===== config.mk =====
export PLATFORM = sky130hd
export DESIGN_NAME = memory_stage
export DESIGN_NICKNAME = d
export VERILOG_FILES = /design/src/rtl/riscv_pkg.sv /design/src/rtl/load_store_align.sv /design/src/rtl/memory_stage.sv
export SDC_FILE = /design/constraint.sdc
export NUM_CORES = 1
export LEC_CHECK = 0
export CAP_MARGIN = 5
export CORE_AREA = 2 2 126 128
export DETAILED_ROUTE_END_ITERATION = 8
export DIE_AREA = 0 0 128 130
export PLACE_DENSITY = 0.76
export REMOVE_ABC_BUFFERS = 1
export SYNTH_ARGS = -nofsm -noshare
export SYNTH_HDL_FRONTEND = slang
export SYNTH_SLANG_ARGS = --single-unit

===== constraint.sdc =====
create_clock -name clk -period 1.9 [get_ports clk]
set_input_delay 0.285 -clock clk [delete_from_list [all_inputs] [get_ports clk]]
set_output_delay 0.285 -clock clk [all_outputs]
set_load 0.02 [all_outputs]

===== src/rtl/riscv_pkg.sv =====
// rtl/riscv_pkg.sv - shared RV32I encodings for the memory stage
package riscv_pkg;

    localparam logic [2:0] F3_B  = 3'b000;
    localparam logic [2:0] F3_H  = 3'b001;
    localparam logic [2:0] F3_W  = 3'b010;
    localparam logic [2:0] F3_BU = 3'b100;
    localparam logic [2:0] F3_HU = 3'b101;

    localparam logic [1:0] RES_ALU = 2'b00;
    localparam logic [1:0] RES_MEM = 2'b01;
    localparam logic [1:0] RES_PC4 = 2'b10;

    typedef enum logic {
        IDLE,
        WAIT_R
    } mem_state_t;

endpackage


===== src/rtl/load_store_align.sv =====
// rtl/load_store_align.sv - byte-lane steering for stores, load extraction and misalign detection
module load_store_align
    import riscv_pkg::*;
(
    input  logic [2:0]  i_funct3,
    input  logic [1:0]  i_lane,
    input  logic [31:0] i_wdata,
    input  logic [31:0] i_rdata,
    output logic [3:0]  o_be,
    output logic [31:0] o_wdata,
    output logic [31:0] o_rdata,
    output logic        o_misalign
);

    logic [7:0]  w_byte;
    logic [15:0] w_half;

    always_comb begin
        w_byte = i_rdata[{i_lane, 3'b000} +: 8];
        w_half = i_lane[1] ? i_rdata[31:16] : i_rdata[15:0];
        case (i_funct3)
            F3_B:    o_rdata = {{24{w_byte[7]}}, w_byte};
            F3_BU:   o_rdata = {24'h0, w_byte};
            F3_H:    o_rdata = {{16{w_half[15]}}, w_half};
            F3_HU:   o_rdata = {16'h0, w_half};
            F3_W:    o_rdata = i_rdata;
            default: o_rdata = 32'h0;
        endcase
    end

    // Store size comes from funct3[1:0] only; bit 2 is meaningless for stores.
    always_comb begin
        case (i_funct3[1:0])
            2'b00: begin
                o_be    = 4'b0001 << i_lane;
                o_wdata = {4{i_wdata[7:0]}};
            end
            2'b01: begin
                o_be    = 4'b0011 << {i_lane[1], 1'b0};
                o_wdata = {2{i_wdata[15:0]}};
            end
            default: begin
                o_be    = 4'b1111;
                o_wdata = i_wdata;
            end
        endcase
    end

    assign o_misalign = ((i_funct3[1:0] == 2'b01) && i_lane[0]) ||
                        ((i_funct3[1:0] == 2'b10) && (i_lane != 2'b00));

endmodule


===== src/rtl/memory_stage.sv =====
// rtl/memory_stage.sv - RV32I M stage with data-memory handshake and MEM/WB register
module memory_stage
    import riscv_pkg::*;
#(
    parameter int DATA_WIDTH     = 32,
    parameter int REG_ADDR_WIDTH = 5
) (
    input  logic                      clk,
    input  logic                      rst_n,
    input  logic                      ValidM,
    input  logic                      RegWriteM,
    input  logic [1:0]                ResultSrcM,
    input  logic                      MemWriteM,
    input  logic [2:0]                Funct3M,
    input  logic [DATA_WIDTH-1:0]     ALUResultM,
    input  logic [DATA_WIDTH-1:0]     WriteDataM,
    input  logic [DATA_WIDTH-1:0]     PCPlus4M,
    input  logic [REG_ADDR_WIDTH-1:0] RdM,
    output logic                      StallM,
    output logic                      DMemReq,
    output logic                      DMemWe,
    output logic [DATA_WIDTH-1:0]     DMemAddr,
    output logic [DATA_WIDTH-1:0]     DMemWData,
    output logic [3:0]                DMemBe,
    input  logic                      DMemGnt,
    input  logic                      DMemRValid,
    input  logic [DATA_WIDTH-1:0]     DMemRData,
    output logic                      RegWriteW,
    output logic [1:0]                ResultSrcW,
    output logic [DATA_WIDTH-1:0]     ALUResultW,
    output logic [DATA_WIDTH-1:0]     ReadDataW,
    output logic [DATA_WIDTH-1:0]     PCPlus4W,
    output logic [REG_ADDR_WIDTH-1:0] RdW,
    output logic                      MisalignW
);

    mem_state_t r_state;

    logic                  w_is_load;
    logic                  w_is_mem;
    logic                  w_mis_raw;
    logic                  w_mis;
    logic                  w_memop;
    logic [DATA_WIDTH-1:0] w_load_data;

    load_store_align u_align (
        .i_funct3   (Funct3M),
        .i_lane     (ALUResultM[1:0]),
        .i_wdata    (WriteDataM),
        .i_rdata    (DMemRData),
        .o_be       (DMemBe),
        .o_wdata    (DMemWData),
        .o_rdata    (w_load_data),
        .o_misalign (w_mis_raw)
    );

    // A misaligned access never reaches the bus; it just tags the W slot.
    assign w_is_load = (ResultSrcM == RES_MEM);
    assign w_is_mem  = ValidM && (MemWriteM || w_is_load);
    assign w_mis     = w_is_mem && w_mis_raw;
    assign w_memop   = w_is_mem && !w_mis_raw;

    assign DMemReq  = (r_state == IDLE) && w_memop;
    assign DMemWe   = MemWriteM && DMemReq;
    assign DMemAddr = {ALUResultM[DATA_WIDTH-1:2], 2'b00};
    assign StallM   = (r_state == IDLE) ? (w_memop && (w_is_load || !DMemGnt))
                                        : !DMemRValid;

    always_ff @(posedge clk or negedge rst_n) begin
        if (!rst_n) begin
            r_state    <= IDLE;
            RegWriteW  <= 1'b0;
            ResultSrcW <= 2'b00;
            ALUResultW <= '0;
            ReadDataW  <= '0;
            PCPlus4W   <= '0;
            RdW        <= '0;
            MisalignW  <= 1'b0;
        end else begin
            case (r_state)
                IDLE:    if (w_memop && w_is_load && DMemGnt) r_state <= WAIT_R;
                WAIT_R:  if (DMemRValid) r_state <= IDLE;
                default: r_state <= IDLE;
            endcase
            // Stalled cycles push a bubble so writeback never repeats a write.
            if (StallM) begin
                RegWriteW <= 1'b0;
                MisalignW <= 1'b0;
            end else begin
                RegWriteW  <= ValidM && RegWriteM && !w_mis;
                ResultSrcW <= ResultSrcM;
                ALUResultW <= ALUResultM;
                PCPlus4W   <= PCPlus4M;
                RdW        <= RdM;
                MisalignW  <= w_mis;
                if (r_state == WAIT_R) ReadDataW <= w_load_data;
            end
        end
    end

endmodule

### Word-level counts from Yosys, hierarchy flattened

Cells that the tools add are included.

* bits in registers: 106
* input port bits: 145
* output and inout port bits: 176

* shift operators: 3
* bitwise gates (word level): 2
* muxes and demuxes: 10
* reduce and logical (&&, ||, !) cells: 23
* equality and inequality tests: 7

Operators by type and width (number)
* one-hot mux 32 bit (5 select lines): 1
* one-hot mux 32 bit (2 select lines): 1
* indexed part select 32 x 6 -> 8 bit: 1
* two-way mux 16 bit: 1
* logical AND 1 bit: 12
* one-hot mux 4 bit (2 select lines): 1
* equality test 3 bit, second input constant: 2
* two-way mux 1 bit: 5
* equality test 2 x 1 -> 1 bit, second input constant: 2
* logical NOT 1 bit: 4
* << shifter 1 x 2 -> 4 bit, first input constant: 1
* << shifter 2 x 2 -> 4 bit, first input constant: 1
* equality test 3 x 1 -> 1 bit, second input constant: 1
* equality test 3 x 2 -> 1 bit, second input constant: 1
* logical NOT 3 bit: 1
* logical OR 1 bit: 3
* equality test 2 bit, second input constant: 1
* logical NOT 2 bit: 1
* NOT 1 bit: 2
* one-hot mux 1 bit (2 select lines): 1
* AND reduction 2 bit: 1
* nonzero test 2 bit: 1

### Logic depth before layout (Yosys ltp)

* word-level depth: 9
* depth in mapped cells: 6
* depth with buffers taken out: 4

### Cells and area by module

From an unflattened synthesis, not the netlist that was laid out.

* cells, all modules: 708
* area total of the unflattened synthesis: 6950.4 um2

Modules (own cells, without submodules)
* memory_stage: cells each 534, times used 1, sequential area each 2652.5 um2, area an instance 5723.0 um2
* load_store_align: cells each 174, times used 1, sequential area each 0.0 um2, area an instance 1227.4 um2

### Worst setup path after synthesis

No wires, ideal clock.

* path type: in2reg
* start point: input port ALUResultM[0]
* end point: register PCPlus4W[22]
* data arrival time: 1.619 ns
* path buffers: 2
* path slack: 0.153 ns
* stages: 6
* required time: 1.772 ns
* cells stage by stage: buf_2 > nor2_1 > o221ai_2 > o21ai_2 > buf_4 > mux2_1

* cells in the longest elaborated chain, start to end: 7
* elaborated cells on any way between the ends: 8
* classes of those cells: mux: 1; reduce/logical: 7

Ends and longest elaborated chain
* start, declared: RTL line memory_stage.sv:15 `input logic [DATA_WIDTH-1:0] ALUResultM,`
* nonzero test 2 bit: RTL line load_store_align.sv:50 `((i_funct3[1:0] == 2'b10) && (i_lane != 2'b00));`
* logical AND 1 bit: RTL line load_store_align.sv:50
* logical OR 1 bit (*): RTL line load_store_align.sv:49 `assign o_misalign = ((i_funct3[1:0] == 2'b01) && i_lane[0]) ||`
* logical NOT 1 bit (*): RTL line memory_stage.sv:61 `assign w_memop = w_is_mem && !w_mis_raw;`
* logical AND 1 bit (*): RTL line memory_stage.sv:61
* logical AND 1 bit (*): RTL line memory_stage.sv:66 `assign StallM = (r_state == IDLE) ? (w_memop && (w_is_load || !DMemGnt))`
* two-way mux 1 bit (*): RTL line memory_stage.sv:66
* named net StallM: RTL line memory_stage.sv:19 `output logic StallM,`
* end signal, assigned: RTL line memory_stage.sv:93 `PCPlus4W <= PCPlus4M;`
* end, declared: RTL line memory_stage.sv:32 `output logic [DATA_WIDTH-1:0] PCPlus4W,`

Mark *: on every way through the listed nets, which the timed path passes. The rest lies on a longest branch.
A chain may end at the register's enable or synchronous reset.

### Final worst setup path

* start point: input port WriteDataM[4]
* end point: output port DMemWData[4]

* cells in the longest elaborated chain, start to end: 1

Ends and longest elaborated chain
* start, declared: RTL line memory_stage.sv:16 `input logic [DATA_WIDTH-1:0] WriteDataM,`
* one-hot mux 32 bit (2 select lines): RTL line load_store_align.sv:33 `case (i_funct3[1:0])`
* end, declared: RTL line memory_stage.sv:23 `output logic [DATA_WIDTH-1:0] DMemWData,`

No other way between the ends.

==> summary.txt <==
Clock tree
  • Clk slew on worst S/H paths: 0.07 ns
  • Number of clock sinks: 106
  • H-tree level count: 3
  • CTS tree: done
  • Root buffer cell: clkbuf_16
  • Clock Latency Late Sink: 0.34 ns
  • Bufs on Longest Clock Path: 2
  • Post-CTS Setup Repair Bufs: 0
  • Inserted Clock Buffers: 9

Critical path
  • Worst Path Buf+Inv: 3
  • R2R Path End: ALUResultW[7]
  • WP data required: 1.62 ns
  • Critical path class: primary input to output port
  • Most used cell, CP: clkdlybuf4s50_1
  • CP Data Arrival Time: 1.57 ns
  • Max Fanout on Critical Path: 4
  • Element type at the critical path end: output port
  • Slowest stage delay, CP: 0.59 ns
  • Crit-path leading delay family: buffers and inverters
  • Flop-to-flop setup slack: 0.16 ns
  • R2R depth: 6
  • Slowest CP cell: clkdlybuf4s50_1
  • Reg-to-Reg Start: r_state
  • Crit path from: WriteDataM[4]
  • Startpoint Class: primary input
  • Worst-path cell chain: clkdlybuf4s50_1, buf_4, clkdlybuf4s50_1

Final layout
  • Storage cell area: 0.00265 mm²
  • ANT cells: 0
  • Multi-input combinational cell area: 0.00231 mm²
  • Layout cells sized above 1: 0.132
  • Filler cells: 1259
  • Commonest non-fill, non-tap cells in the layout: clkdlybuf4s50_1 (283), dfrtp_1 (106), mux2_1 (69), buf_4 (39), nand2_1 (38)
  • Area Overhead vs Synth: 70.3%
  • Post-layout nets: 914
  • Most common cell after layout, fill and taps aside: clkdlybuf4s50_1
  • Fin area: 0.00917 mm²

Timing
  • Post-layout min period: 1.85 ns
  • TNS Setup: 0 ns
  • Final period utilization: 0.974
  • Fmax: 0.540 GHz
  • Final-report hold violation count: 0
  • Max_slew headroom: 0.652
  • Slew Limit Fails: 0
  • Final setup fails: 0
  • Clock Skew: 0.00703 ns
  • Worst-margin pin slew: 0.519 ns

Yosys
  • Post-synthesis mux area share: 0.216
  • Xor/xnor cell area share of the yosys netlist: 0
  • Seq/Total Area, Yosys: 0.493
  • Synthesized flop and latch total: 106
  • Compound-cell area share of the yosys netlist: 0.129
  • Synth Area in Adders: 0
  • Syn Std Cell Area: 0.00538 mm²
  • Simple-Gate Fraction of Synth Area: 0.0737
  • Largest family of logic cells by synthesized area: multiplexers
  • Unique masters post-synth: 39
  • Warnings, synthesis: 0
  • Mean Syn Cell Area: 11.7 µm²
  • Post-Synthesis Cells: 461

Place
  • Placed Area: 0.00881 mm²
  • # port buffers: 318
  • GPL Wtd Cong: 0.871
  • Detailed Place HPWL: 14.7 mm

Global routing
  • Number of global-route vias before repair: 4912
  • First-pass GRT wire length: 27.2 mm
  • Initial antenna violation count: 1
  • Gr usage total: 0.214
  • Total congestion overflow: 0
  • Largest net degree at the start of global routing: 59

Worst hold path
  • Hold/Removal Path Class: primary input to async pin

Power
  • Static Leak: 0.00395 µW
  • Tot Pwr: 6890 µW
  • VDD IR max: 0.000403 V
  • PD cells: 751 mW/mm²

Routing
  • Drc violations: 0
  • DRT Wirelength: 18.3 mm
  • DRT iter0 DRCs: 161
  • Vias: 4870
  • DRT antenna net count: 0
  • Vias/cell: 5.04
  • WL/cell: 18.9 µm
  • DR pass1 iterations: 4

Status
  • Status: finished, final reports clean

Die
  • Initial Util: 0.349
  • Io pins: 321
  • Die outline height: 130 µm
  • Die X: 128 µm
  • Die area: 0.0166 mm²
  • # rows: 46
  • Core Box Area: 0.0154 mm²

Flow run
  • Max Cap Violations: 0
-- how the worst max path moves through the flow --
stage	slack, ns	to	depth (start not counted)
3_3_place_gp	-0.40	DMemWData[20]	4
5_1_grt	-0.008	DMemBe[3]	5
6_report	0.05	DMemWData[4]	3
4_1_cts	-0.03	DMemReq	5
3_5_place_dp	-0.43	DMemWData[20]	4
2_1_floorplan	-1.54	ALUResultW[0]	4
-- layout make-up --
cell class / count / area share
clock inverter: 5 / 0.00682
sequential: 106 / 0.289
tap: 192 / 0.0262
multi-input combinational: 280 / 0.252
clock buffer: 11 / 0.0265
timing repair buffer: 369 / 0.398
inverter: 3 / 0.00123
-- where the power goes --
| part | internal (µW) | switching [µW] |
|---|---|---|
| registers | 2530 | 152 |
| logic | 1210 | 1090 |
| clock network | 1070 | 839 |
-- cells in the mapped netlist (all sizes together) --
| cell | n | area, µm² |
|---|---|---|
| conb | 1 | 3.75 |
| o2111a | 1 | 11.3 |
| buf | 56 | 400 |
| a22o | 9 | 78.8 |
| mux2i | 16 | 160 |
| nor3 | 1 | 5.00 |
| o221ai | 12 | 111 |
| o21ai | 12 | 63.8 |
| nor2b | 5 | 31.3 |
| clkbuf | 17 | 63.8 |
| a21o | 18 | 135 |
| nand3b | 2 | 15.0 |
| a211o | 1 | 8.76 |
| nor2 | 7 | 26.3 |
| o32ai | 1 | 8.76 |
| nand2b | 7 | 43.8 |
| nor3b | 8 | 65.1 |
| o31ai | 1 | 7.51 |
| dfrtp | 106 | 2650 |
| inv | 3 | 11.3 |
| a21oi | 4 | 20.0 |
| o22ai | 1 | 6.26 |
| nand2 | 38 | 143 |
| a221o | 4 | 40.0 |
| nand3 | 7 | 35.0 |
| and2 | 1 | 6.26 |
| a31oi | 23 | 144 |
| o211ai | 1 | 7.51 |
| mux2 | 89 | 1000 |
| nor4bb | 2 | 20.0 |
| o21bai | 2 | 15.0 |
| or2 | 1 | 6.26 |
| a22oi | 4 | 35.0 |
-- state kept, by name, indices dropped and copies added (netlist names) --
register and flops:
r_state 1, RegWriteW 1, ReadDataW 32, ResultSrcW 2, RdW 5, ALUResultW 32, MisalignW 1, PCPlus4W 32
-- stage by stage --
step	setup WS [ns]	hold slack, ns	util	cells
floorplan	-1.54	-0.0106	-	389
global placement	-0.402	0.152	0.571	948
detailed placement	-0.427	0.160	0.571	948
CTS	-0.0333	0.332	0.594	966
global route	-0.00795	0.367	0.594	966
finish	0.0495	0.335	0.594	966
-- per-layer routing --
layer / vias to the layer above / wire length [µm] / global-route usage
met5: - / 13 / 0
met4: 2 / 460 / 0.0763
met3: 32 / 1340 / 0.0533
met2: 238 / 9510 / 0.394
met1: 2345 / 6940 / 0.242
li1: 2253 / - / -
-- logic make-up after synthesis --
group / count (synthesis)
buffers and inverters: 76
and+or+nand+nor: 79
other: 1
AOI/OAI and AO/OA: 94
muxes: 105
DFF: 106
-- repair_timing --
item | 4_1_cts | 5_1_grt
setup endpoints to repair | 61 | 98
hold endpoints to repair | 12 | 0
hold buffers | 1 | 0
pin swaps | 1 | 1
resized for setup | 48 | 11
cloned | 1 | 0
(Power assumes the default switching activity.)
